`config.mk`:
```
export PLATFORM = sky130hd
export DESIGN_NAME = adc_lane_stats_cal_flat
export DESIGN_NICKNAME = d
export VERILOG_FILES = /design/src/rtl/adc_lane_stats_cal_pkg.sv /design/src/rtl/adc_lane_stats_cal_if.sv /design/src/rtl/adc_lane_stats_cal_sat_counter.sv /design/src/rtl/adc_lane_stats_cal.sv /design/src/flat_wrapper.sv
export SDC_FILE = /design/constraint.sdc
export NUM_CORES = 1
export LEC_CHECK = 0
export ABC_AREA = 1
export CAP_MARGIN = 10
export CORE_ASPECT_RATIO = 0.8
export CORE_UTILIZATION = 29
export CTS_CLUSTER_SIZE = 20
export DETAILED_ROUTE_END_ITERATION = 10
export GPL_TIMING_DRIVEN = 0
export PLACE_DENSITY_LB_ADDON = 0.15
export RECOVER_POWER = 25
export SYNTH_ARGS = -nofsm -noshare
export SYNTH_HDL_FRONTEND = slang
export SYNTH_SLANG_ARGS = --single-unit
```
`constraint.sdc`:
```
create_clock -name clk -period 4.1 [get_ports clk]
set_input_delay 0.41 -clock clk [delete_from_list [all_inputs] [get_ports clk]]
set_output_delay 0.41 -clock clk [all_outputs]
set_load 0.01 [all_outputs]
```
`src/rtl/adc_lane_stats_cal_pkg.sv`:
```
// Shared constants, FSM state type and small arithmetic helpers for the
// per-lane ADC statistics / PFD-offset calibration engine.
package adc_lane_stats_cal_pkg;

  localparam int Nadc    = 8;          // ADC sample width (signed)
  localparam int Nrange  = 4;          // control field width
  localparam int Nsum    = 24;         // window accumulator width
  localparam int Nti     = 4;          // main lanes per dcore
  localparam int Nti_rep = 1;          // replica lanes per dcore
  localparam int Nhist   = 2**Nrange;  // histogram counter / output width
  localparam int Ncnt    = 16;         // sample counter width (window <= 2**15)

  typedef enum logic [0:0] {
    ST_ACCUM  = 1'b0,
    ST_UPDATE = 1'b1
  } stats_state_t;

  localparam logic signed [Nadc-1:0] OFF_MIN = {1'b1, {(Nadc-1){1'b0}}};
  localparam logic signed [Nadc-1:0] OFF_MAX = {1'b0, {(Nadc-1){1'b1}}};

  // |a - b| computed one bit wider than the operands so it can never overflow.
  function automatic logic [Nadc:0] abs_diff(input logic signed [Nadc-1:0] a,
                                             input logic signed [Nadc-1:0] b);
    logic [Nadc:0] d;
    d = {a[Nadc-1], a} - {b[Nadc-1], b};
    if (d[Nadc]) begin
      return ({(Nadc+1){1'b0}} - d);
    end else begin
      return d;
    end
  endfunction

  // Window average: arithmetic shift (floor), keep the low Nadc bits.
  function automatic logic signed [Nadc-1:0] window_avg(input logic signed [Nsum-1:0] sum,
                                                         input logic [Nrange-1:0]     navg);
    logic signed [Nsum-1:0] sh;
    sh = sum >>> navg;
    return sh[Nadc-1:0];
  endfunction

  // One closed-loop calibration step: move the offset one code against the
  // average error, clamping at the signed range limits.
  function automatic logic signed [Nadc-1:0] cal_step(input logic signed [Nadc-1:0] off,
                                                       input logic signed [Nadc-1:0] avg,
                                                       input logic signed [Nadc-1:0] tgt);
    if ((avg > tgt) && (off != OFF_MIN)) begin
      return off - {{(Nadc-1){1'b0}}, 1'b1};
    end else if ((avg < tgt) && (off != OFF_MAX)) begin
      return off + {{(Nadc-1){1'b0}}, 1'b1};
    end else begin
      return off;
    end
  endfunction

endpackage

```
`src/rtl/adc_lane_stats_cal_if.sv`:
```
// Lane interface: sample stream and JTAG controls in, JTAG status out.
interface adc_lane_stats_cal_if;
  import adc_lane_stats_cal_pkg::*;

  logic signed [Nadc-1:0]   din;
  logic                     din_valid;
  logic [Nrange-1:0]        Navg;
  logic [Nrange-1:0]        Nbin;
  logic [Nrange-1:0]        DZ_hist;
  logic                     en_pfd_cal;
  logic                     en_ext_pfd_offset;
  logic [Nadc-1:0]          ext_pfd_offset;
  logic signed [Nadc-1:0]   pfd_cal_ext_ave;
  logic signed [Nadc-1:0]   adcout_avg;
  logic signed [Nsum-1:0]   adcout_sum;
  logic [Nhist-1:0]         adcout_hist_center;
  logic [Nhist-1:0]         adcout_hist_side;
  logic signed [Nadc-1:0]   pfd_offset;
  logic                     win_done;

  modport master (
    output din, din_valid, Navg, Nbin, DZ_hist, en_pfd_cal,
           en_ext_pfd_offset, ext_pfd_offset, pfd_cal_ext_ave,
    input  adcout_avg, adcout_sum, adcout_hist_center, adcout_hist_side,
           pfd_offset, win_done
  );

  modport slave (
    input  din, din_valid, Navg, Nbin, DZ_hist, en_pfd_cal,
           en_ext_pfd_offset, ext_pfd_offset, pfd_cal_ext_ave,
    output adcout_avg, adcout_sum, adcout_hist_center, adcout_hist_side,
           pfd_offset, win_done
  );

endinterface

```
`src/rtl/adc_lane_stats_cal_sat_counter.sv`:
```
// Saturating up-counter with synchronous clear; clear beats increment.
module adc_lane_stats_cal_sat_counter #(
  parameter int W = 16
) (
  input  logic         clk,
  input  logic         rst,
  input  logic         clr_i,
  input  logic         inc_i,
  output logic [W-1:0] cnt_o
);

  logic [W-1:0] cnt_q;
  logic [W-1:0] cnt_d;

  // Next count: clear, saturating increment, or hold.
  always_comb begin
    cnt_d = cnt_q;
    if (clr_i) begin
      cnt_d = {W{1'b0}};
    end else if (inc_i && (cnt_q != {W{1'b1}})) begin
      cnt_d = cnt_q + {{(W-1){1'b0}}, 1'b1};
    end else begin
      cnt_d = cnt_q;
    end
  end

  // Count register.
  always_ff @(posedge clk) begin
    if (rst) begin
      cnt_q <= {W{1'b0}};
    end else begin
      cnt_q <= cnt_d;
    end
  end

  assign cnt_o = cnt_q;

endmodule

```
`src/rtl/adc_lane_stats_cal.sv`:
```
// Per-lane ADC window statistics (sum, average, two-bin histogram) and
// PFD offset calibration. Accumulates 2**Navg valid samples, then spends one
// UPDATE cycle publishing the results and stepping the offset.
module adc_lane_stats_cal
  import adc_lane_stats_cal_pkg::*;
(
  input logic                 clk,
  input logic                 rst,
  adc_lane_stats_cal_if.slave lane
);

  stats_state_t           state_q, state_d;
  logic signed [Nsum-1:0] acc_q, acc_d;
  logic [Ncnt-1:0]        cnt_q, cnt_d;
  logic signed [Nsum-1:0] sum_q, sum_d;
  logic signed [Nadc-1:0] avg_q, avg_d;
  logic [Nhist-1:0]       hc_q, hc_d;
  logic [Nhist-1:0]       hs_q, hs_d;
  logic signed [Nadc-1:0] off_q, off_d;
  logic                   wd_q, wd_d;

  logic [Ncnt-1:0]        win_last_s;
  logic                   win_end_s;
  logic                   accum_s;
  logic [Nadc:0]          abs_s;
  logic [Nadc:0]          dz_s;
  logic [Nadc:0]          side_hi_s;
  logic                   inc_c_s;
  logic                   inc_s_s;
  logic                   clr_ctr_s;
  logic [Nhist-1:0]       ctr_c_s;
  logic [Nhist-1:0]       ctr_s_s;
  logic signed [Nadc-1:0] avg_new_s;
  logic signed [Nsum-1:0] din_ext_s;

  // Window length follows the live Navg, so a shrink mid-window closes early.
  assign win_last_s = (16'd1 << lane.Navg) - 16'd1;
  assign accum_s    = (state_q == ST_ACCUM) && lane.din_valid;
  assign win_end_s  = accum_s && (cnt_q >= win_last_s);
  assign din_ext_s  = {{(Nsum-Nadc){lane.din[Nadc-1]}}, lane.din};

  // Histogram classification against the offset-corrected sample.
  assign abs_s      = abs_diff(lane.din, off_q);
  assign dz_s       = {{(Nadc+1-Nrange){1'b0}}, lane.DZ_hist};
  assign side_hi_s  = dz_s + {{(Nadc+1-Nrange){1'b0}}, lane.Nbin};
  assign inc_c_s    = accum_s && (abs_s <= dz_s);
  assign inc_s_s    = accum_s && (abs_s > dz_s) && (abs_s <= side_hi_s);
  assign clr_ctr_s  = (state_q == ST_UPDATE);
  assign avg_new_s  = window_avg(acc_q, lane.Navg);

  adc_lane_stats_cal_sat_counter #(.W(Nhist)) u_ctr_c (
    .clk   (clk),
    .rst   (rst),
    .clr_i (clr_ctr_s),
    .inc_i (inc_c_s),
    .cnt_o (ctr_c_s)
  );

  adc_lane_stats_cal_sat_counter #(.W(Nhist)) u_ctr_s (
    .clk   (clk),
    .rst   (rst),
    .clr_i (clr_ctr_s),
    .inc_i (inc_s_s),
    .cnt_o (ctr_s_s)
  );

  // State register.
  always_ff @(posedge clk) begin
    if (rst) begin
      state_q <= ST_ACCUM;
    end else begin
      state_q <= state_d;
    end
  end

  // Next-state: leave ACCUM on the closing sample, UPDATE lasts one cycle.
  always_comb begin
    state_d = state_q;
    case (state_q)
      ST_ACCUM: begin
        if (win_end_s) begin
          state_d = ST_UPDATE;
        end else begin
          state_d = ST_ACCUM;
        end
      end
      ST_UPDATE: state_d = ST_ACCUM;
      default:   state_d = ST_ACCUM;
    endcase
  end

  // Datapath next values: accumulate in ACCUM, publish and clear in UPDATE.
  always_comb begin
    acc_d = acc_q;
    cnt_d = cnt_q;
    sum_d = sum_q;
    avg_d = avg_q;
    hc_d  = hc_q;
    hs_d  = hs_q;
    wd_d  = 1'b0;
    case (state_q)
      ST_ACCUM: begin
        if (lane.din_valid) begin
          acc_d = acc_q + din_ext_s;
          cnt_d = cnt_q + 16'd1;
        end else begin
          acc_d = acc_q;
          cnt_d = cnt_q;
        end
      end
      ST_UPDATE: begin
        sum_d = acc_q;
        avg_d = avg_new_s;
        hc_d  = ctr_c_s;
        hs_d  = ctr_s_s;
        wd_d  = 1'b1;
        acc_d = {Nsum{1'b0}};
        cnt_d = {Ncnt{1'b0}};
      end
      default: begin
        acc_d = {Nsum{1'b0}};
        cnt_d = {Ncnt{1'b0}};
      end
    endcase
  end

  // Offset: external force every cycle, else one calibration step per UPDATE.
  always_comb begin
    off_d = off_q;
    if (lane.en_ext_pfd_offset) begin
      off_d = $signed(lane.ext_pfd_offset);
    end else if (lane.en_pfd_cal && (state_q == ST_UPDATE)) begin
      off_d = cal_step(off_q, avg_new_s, lane.pfd_cal_ext_ave);
    end else begin
      off_d = off_q;
    end
  end

  // Datapath and status registers.
  always_ff @(posedge clk) begin
    if (rst) begin
      acc_q <= {Nsum{1'b0}};
      cnt_q <= {Ncnt{1'b0}};
      sum_q <= {Nsum{1'b0}};
      avg_q <= {Nadc{1'b0}};
      hc_q  <= {Nhist{1'b0}};
      hs_q  <= {Nhist{1'b0}};
      off_q <= {Nadc{1'b0}};
      wd_q  <= 1'b0;
    end else begin
      acc_q <= acc_d;
      cnt_q <= cnt_d;
      sum_q <= sum_d;
      avg_q <= avg_d;
      hc_q  <= hc_d;
      hs_q  <= hs_d;
      off_q <= off_d;
      wd_q  <= wd_d;
    end
  end

  assign lane.adcout_sum         = sum_q;
  assign lane.adcout_avg         = avg_q;
  assign lane.adcout_hist_center = hc_q;
  assign lane.adcout_hist_side   = hs_q;
  assign lane.pfd_offset         = off_q;
  assign lane.win_done           = wd_q;

endmodule

```
`src/flat_wrapper.sv`:
```
// flat-port wrapper written by rule: the top's interface ports become plain ports
module adc_lane_stats_cal_flat import adc_lane_stats_cal_pkg::*;
  (clk, rst, lane_din, lane_din_valid, lane_Navg, lane_Nbin, lane_DZ_hist, lane_en_pfd_cal, lane_en_ext_pfd_offset, lane_ext_pfd_offset, lane_pfd_cal_ext_ave, lane_adcout_avg, lane_adcout_sum, lane_adcout_hist_center, lane_adcout_hist_side, lane_pfd_offset, lane_win_done);
  adc_lane_stats_cal_if lane_i ();
  input logic clk;
  input logic rst;
  input wire logic [$bits(lane_i.din)-1:0] lane_din;
  input wire logic [$bits(lane_i.din_valid)-1:0] lane_din_valid;
  input wire logic [$bits(lane_i.Navg)-1:0] lane_Navg;
  input wire logic [$bits(lane_i.Nbin)-1:0] lane_Nbin;
  input wire logic [$bits(lane_i.DZ_hist)-1:0] lane_DZ_hist;
  input wire logic [$bits(lane_i.en_pfd_cal)-1:0] lane_en_pfd_cal;
  input wire logic [$bits(lane_i.en_ext_pfd_offset)-1:0] lane_en_ext_pfd_offset;
  input wire logic [$bits(lane_i.ext_pfd_offset)-1:0] lane_ext_pfd_offset;
  input wire logic [$bits(lane_i.pfd_cal_ext_ave)-1:0] lane_pfd_cal_ext_ave;
  output wire logic [$bits(lane_i.adcout_avg)-1:0] lane_adcout_avg;
  output wire logic [$bits(lane_i.adcout_sum)-1:0] lane_adcout_sum;
  output wire logic [$bits(lane_i.adcout_hist_center)-1:0] lane_adcout_hist_center;
  output wire logic [$bits(lane_i.adcout_hist_side)-1:0] lane_adcout_hist_side;
  output wire logic [$bits(lane_i.pfd_offset)-1:0] lane_pfd_offset;
  output wire logic [$bits(lane_i.win_done)-1:0] lane_win_done;
  assign lane_i.din = lane_din;
  assign lane_i.din_valid = lane_din_valid;
  assign lane_i.Navg = lane_Navg;
  assign lane_i.Nbin = lane_Nbin;
  assign lane_i.DZ_hist = lane_DZ_hist;
  assign lane_i.en_pfd_cal = lane_en_pfd_cal;
  assign lane_i.en_ext_pfd_offset = lane_en_ext_pfd_offset;
  assign lane_i.ext_pfd_offset = lane_ext_pfd_offset;
  assign lane_i.pfd_cal_ext_ave = lane_pfd_cal_ext_ave;
  assign lane_adcout_avg = lane_i.adcout_avg;
  assign lane_adcout_sum = lane_i.adcout_sum;
  assign lane_adcout_hist_center = lane_i.adcout_hist_center;
  assign lane_adcout_hist_side = lane_i.adcout_hist_side;
  assign lane_pfd_offset = lane_i.pfd_offset;
  assign lane_win_done = lane_i.win_done;
  adc_lane_stats_cal u_core (.clk(clk), .rst(rst), .lane(lane_i));
endmodule
```
==> results.yml <==
worst_hold_path:
  holdPathEnd: "u_core.acc_q[7]$_SDFFE_PP0P_"
  hold_depth: 2
  hold_path.startpoint: "rst"
  hold_path.class: "in -> reg"
sta:
  finalCriticalPeriod_ns: 3.83
  max_freq_mhz: 261
  finalHoldViolations: 0
  post-route-period-util: 0.935
  whs_ns: 0.391
  setup_viol_count_final: 0
  relSlewSlack: 0.469
  finClkSkew_ns: 0.0161
  slew_viol_final: 0
  worst_slew_pin_slew_ns: 0.797
clocking:
  cts_buffers: 17
  ctsHoldBuffers: 0
  cts_sinks: 146
  path_clk_slew_ns: 0.07
  cts_max_path_buffers: 2
  cts_tree: "done"
  h-tree-depth: 4
  insertion_delay_ns: 0.45
  cts-root-buf: "clkbuf_16"
setup_path:
  r2r_slack_ns: 0.28
  cp.arrival_ns: 4.19
  end_kind: "register"
  crit_required_ns: 4.46
  worstReg2RegEnd: "u_core.u_ctr_c.cnt_o[1]$_SDFFE_PP0P_"
  max_stage_delay_ns: 0.49
  cp_slowest_cell: "clkdlybuf4s50_1"
  worst-r2r-cell-count: 23
  critPathMaxFanout: 10
  worstSetupPathType: "in -> reg"
  crit_path_frequent_cell: "nand2_1"
  rr_startpoint: "u_core.lane.pfd_offset[0]$_SDFFE_PP0P_"
  crit_chain: "clkdlybuf4s50_1 -> buf_4 -> nand2_1 -> o21ai_0 -> or2_2 -> o21ai_0 -> nor2_1 -> a2111o_1 -> ha_1 -> nand2_1 -> nand2_1 -> nand2_1 -> nand2_1 -> nand2_1 -> nand2_1 -> nand2_4 -> nand3_4 -> nand2_1 -> nor3_1 -> nor3_2 -> nand3_1 -> a21oi_1"
  critPathLaunchType: "input pin"
drt:
  viasPerCell: 4.94
  routed_wl_um: 32300
  drt_iter0_markers: 735
  wl_per_cell_um: 16.3
  drtAntennaViolNets: 0
  drt-pass1-iter-count: 8
  vias: 9783
  route.detailed.drc: 6
grt:
  grtUsageMet1: 0.281
  overflow: 0
  grt_max_degree: 19
  busiest_layer: "met2"
  grt_usage: 0.192
  grt_pass1_wl_um: 49900
  globalRouteMet2Util: 0.286
  grtUsageMet3: 0.0290
  antenna_found_initial: 0
  first_global_vias: 8918
placed_design:
  io_buffers: 110
  place_area_sq_mm: 0.0113
  dpl.cell_count: 1939
  routabilityCongestion: 0.920
  dp_hpwl_um: 25300
synthesis:
  yosys.area.top_type: "dfxtp_1"
  synth_seq_area_share: 0.302
  yosys.area.top_type_share: 0.302
  synth_ff_type: "dfxtp_1"
  synth_area_sq_mm: 0.00968
  synth_edf_count: 0
  synthTopCellsByCount: "325 x nand2_1, 150 x inv_1, 146 x dfxtp_1, 130 x a21oi_1, 126 x o21ai_0"
  ys_top_cells_by_area: "dfxtp_1 30%, nand2_1 13%, ha_1 9.6%"
  ys_seq_elements: 146
  synth-warning-count: 0
  synth.distinct_cells: 59
  synth-async-reset-ratio: 0
  synth_most_common_cell: "nand2_1"
  syn_area_per_cell_sq_um: 6.91
  synth_cells: 1401
  syn-num-nets: 1519
flow_run:
  drv_cap: 0
power_and_ir_drop:
  p_per_area_mw_per_mm2: 355
  ir_worst_vdd_mv: 0.313
  power.total_mw: 4.32
  leakage_nw: 5.08
floorplanning:
  rows: 59
  die_h_um: 165
  pin_count: 114
  initial_core_util: 0.296
  core_sq_mm: 0.0327
  fp.dieArea_sq_mm: 0.0341
  die_w_um: 206
status:
  violations: "design-rule violations"
  run_status: "finished with violations"
layout:
  final_core_util: 0.372
  final_area_sq_mm: 0.0122
  drive_gt1_frac: 0.0701
  fin_cells: 1981
  syn2layout_area_growth_pct: 25.7
  antenna_cells: 0
  final_nets: 1659
  fillers: 3507
==> sequential cells by signal, summed over array words and instances, names as in the netlist <==
signal / cells
u_core.lane.adcout_avg: 8
u_core.acc_q: 24
u_core.u_ctr_s.cnt_o: 16
u_core.lane.win_done: 1
u_core.cnt_q: 16
u_core.lane.pfd_offset: 8
u_core.lane.adcout_sum: 24
u_core.clr_ctr_s: 1
u_core.u_ctr_c.cnt_o: 16
u_core.lane.adcout_hist_side: 16
u_core.lane.adcout_hist_center: 16
==> critical path, delay by kind of cell <==
family / cells / cell delay [ns]
compound gates: 4 / 0.83
simple gates: 15 / 1.96
buf+inv: 2 / 0.70
fa+ha+maj: 1 / 0.30
==> cells by family after synthesis <==
| family | count (synthesis) | share of synthesized area |
|---|---|---|
| muxes | 5 | 0.00517 |
| adders and majority gates | 77 | 0.102 |
| xor gates and xnor gates | 40 | 0.0381 |
| buffers and inverters | 197 | 0.0822 |
| and+or+nand+nor | 608 | 0.279 |
| DFF | 146 | 0.302 |
| other | 1 | 0.000388 |
| AOI/OAI and AO/OA | 327 | 0.192 |
==> where the power goes <==
part           internal [mW]  total, mW  switching (mW)
Clock                  0.842       1.54           0.701
Sequential              1.46       1.51          0.0561
Combinational          0.478       1.26           0.786
==> layout make-up <==
type	instances	area, sq um	area share
timing repair buffer	121	1220	0.101
sequential	146	2940	0.241
buffer	44	243	0.0200
tap	427	534	0.0439
clock buffer	18	429	0.0353
multi-input combinational	1058	6090	0.500
inverter	153	578	0.0475
clock inverter	14	131	0.0108
==> what timing repair did <==
action                                  4_1_cts  5_1_grt
cloned                                        0        1
endpoints found under the setup margin       40       39
resized for setup                            10       54
pin swaps                                     0        6
setup buffers                                 0        9
hold endpoints to repair                      0        0
==> worst max path at each step <==
stage                                            from                                endpoint  slack, ns  cells past startpoint
2_1_floorplan  u_core.lane.pfd_offset[0]$_SDFFE_PP0P_   u_core.u_ctr_c.cnt_o[10]$_SDFFE_PP0P_       0.37                     22
3_3_place_gp                             lane_Navg[0]  u_core.lane.pfd_offset[4]$_SDFFE_PP0P_      -1.10                     29
3_5_place_dp                              lane_din[7]    u_core.u_ctr_c.cnt_o[1]$_SDFFE_PP0P_      -0.99                     20
4_1_cts                                   lane_din[0]    u_core.u_ctr_c.cnt_o[1]$_SDFFE_PP0P_     -0.001                     24
5_1_grt                                  lane_Navg[0]  u_core.lane.pfd_offset[4]$_SDFFE_PP0P_      -0.01                     31
6_report                                 lane_Navg[0]  u_core.lane.pfd_offset[7]$_SDFFE_PP0P_       0.27                     22
==> layer usage <==
| layer | up-vias | routed length (um) |
|---|---|---|
| met5 | - | 0 |
| met4 | 0 | 414 |
| met3 | 26 | 1310 |
| met2 | 201 | 13800 |
| met1 | 4479 | 16800 |
| li1 | 5077 | - |
==> per-stage QoR <==
stage | setup TNS, ns | setup WS (ns)
2_1_floorplan | 0 | 0.374
3_3_place_gp | -34.16 | -1.10
3_5_place_dp | -28.85 | -0.987
4_1_cts | -0.00115 | -0.00115
5_1_grt | -0.0146 | -0.0108
6_report | 0 | 0.269
==> placed cells by master, fill, tap and decap left out, types with 5 or more instances in the layout <==
| master | n |
|---|---|
| nor2_1 | 84 |
| a22oi_1 | 10 |
| buf_6 | 6 |
| nand3_1 | 88 |
| inv_6 | 5 |
| nand4_1 | 40 |
| a21oi_1 | 129 |
| a22o_1 | 14 |
| o22ai_1 | 7 |
| nand2_1 | 324 |
| dlygate4sd3_1 | 51 |
| nor4_1 | 10 |
| nor3_1 | 26 |
| dfxtp_1 | 140 |
| clkbuf_1 | 28 |
| ha_1 | 72 |
| buf_4 | 10 |
| nor2_2 | 6 |
| xor2_1 | 34 |
| a21o_1 | 8 |
| clkinvlp_4 | 8 |
| a211oi_1 | 5 |
| inv_1 | 150 |
| clkdlybuf4s50_1 | 56 |
| clkbuf_16 | 18 |
| o21ai_0 | 123 |
Power figures use the tool's default switching activity.
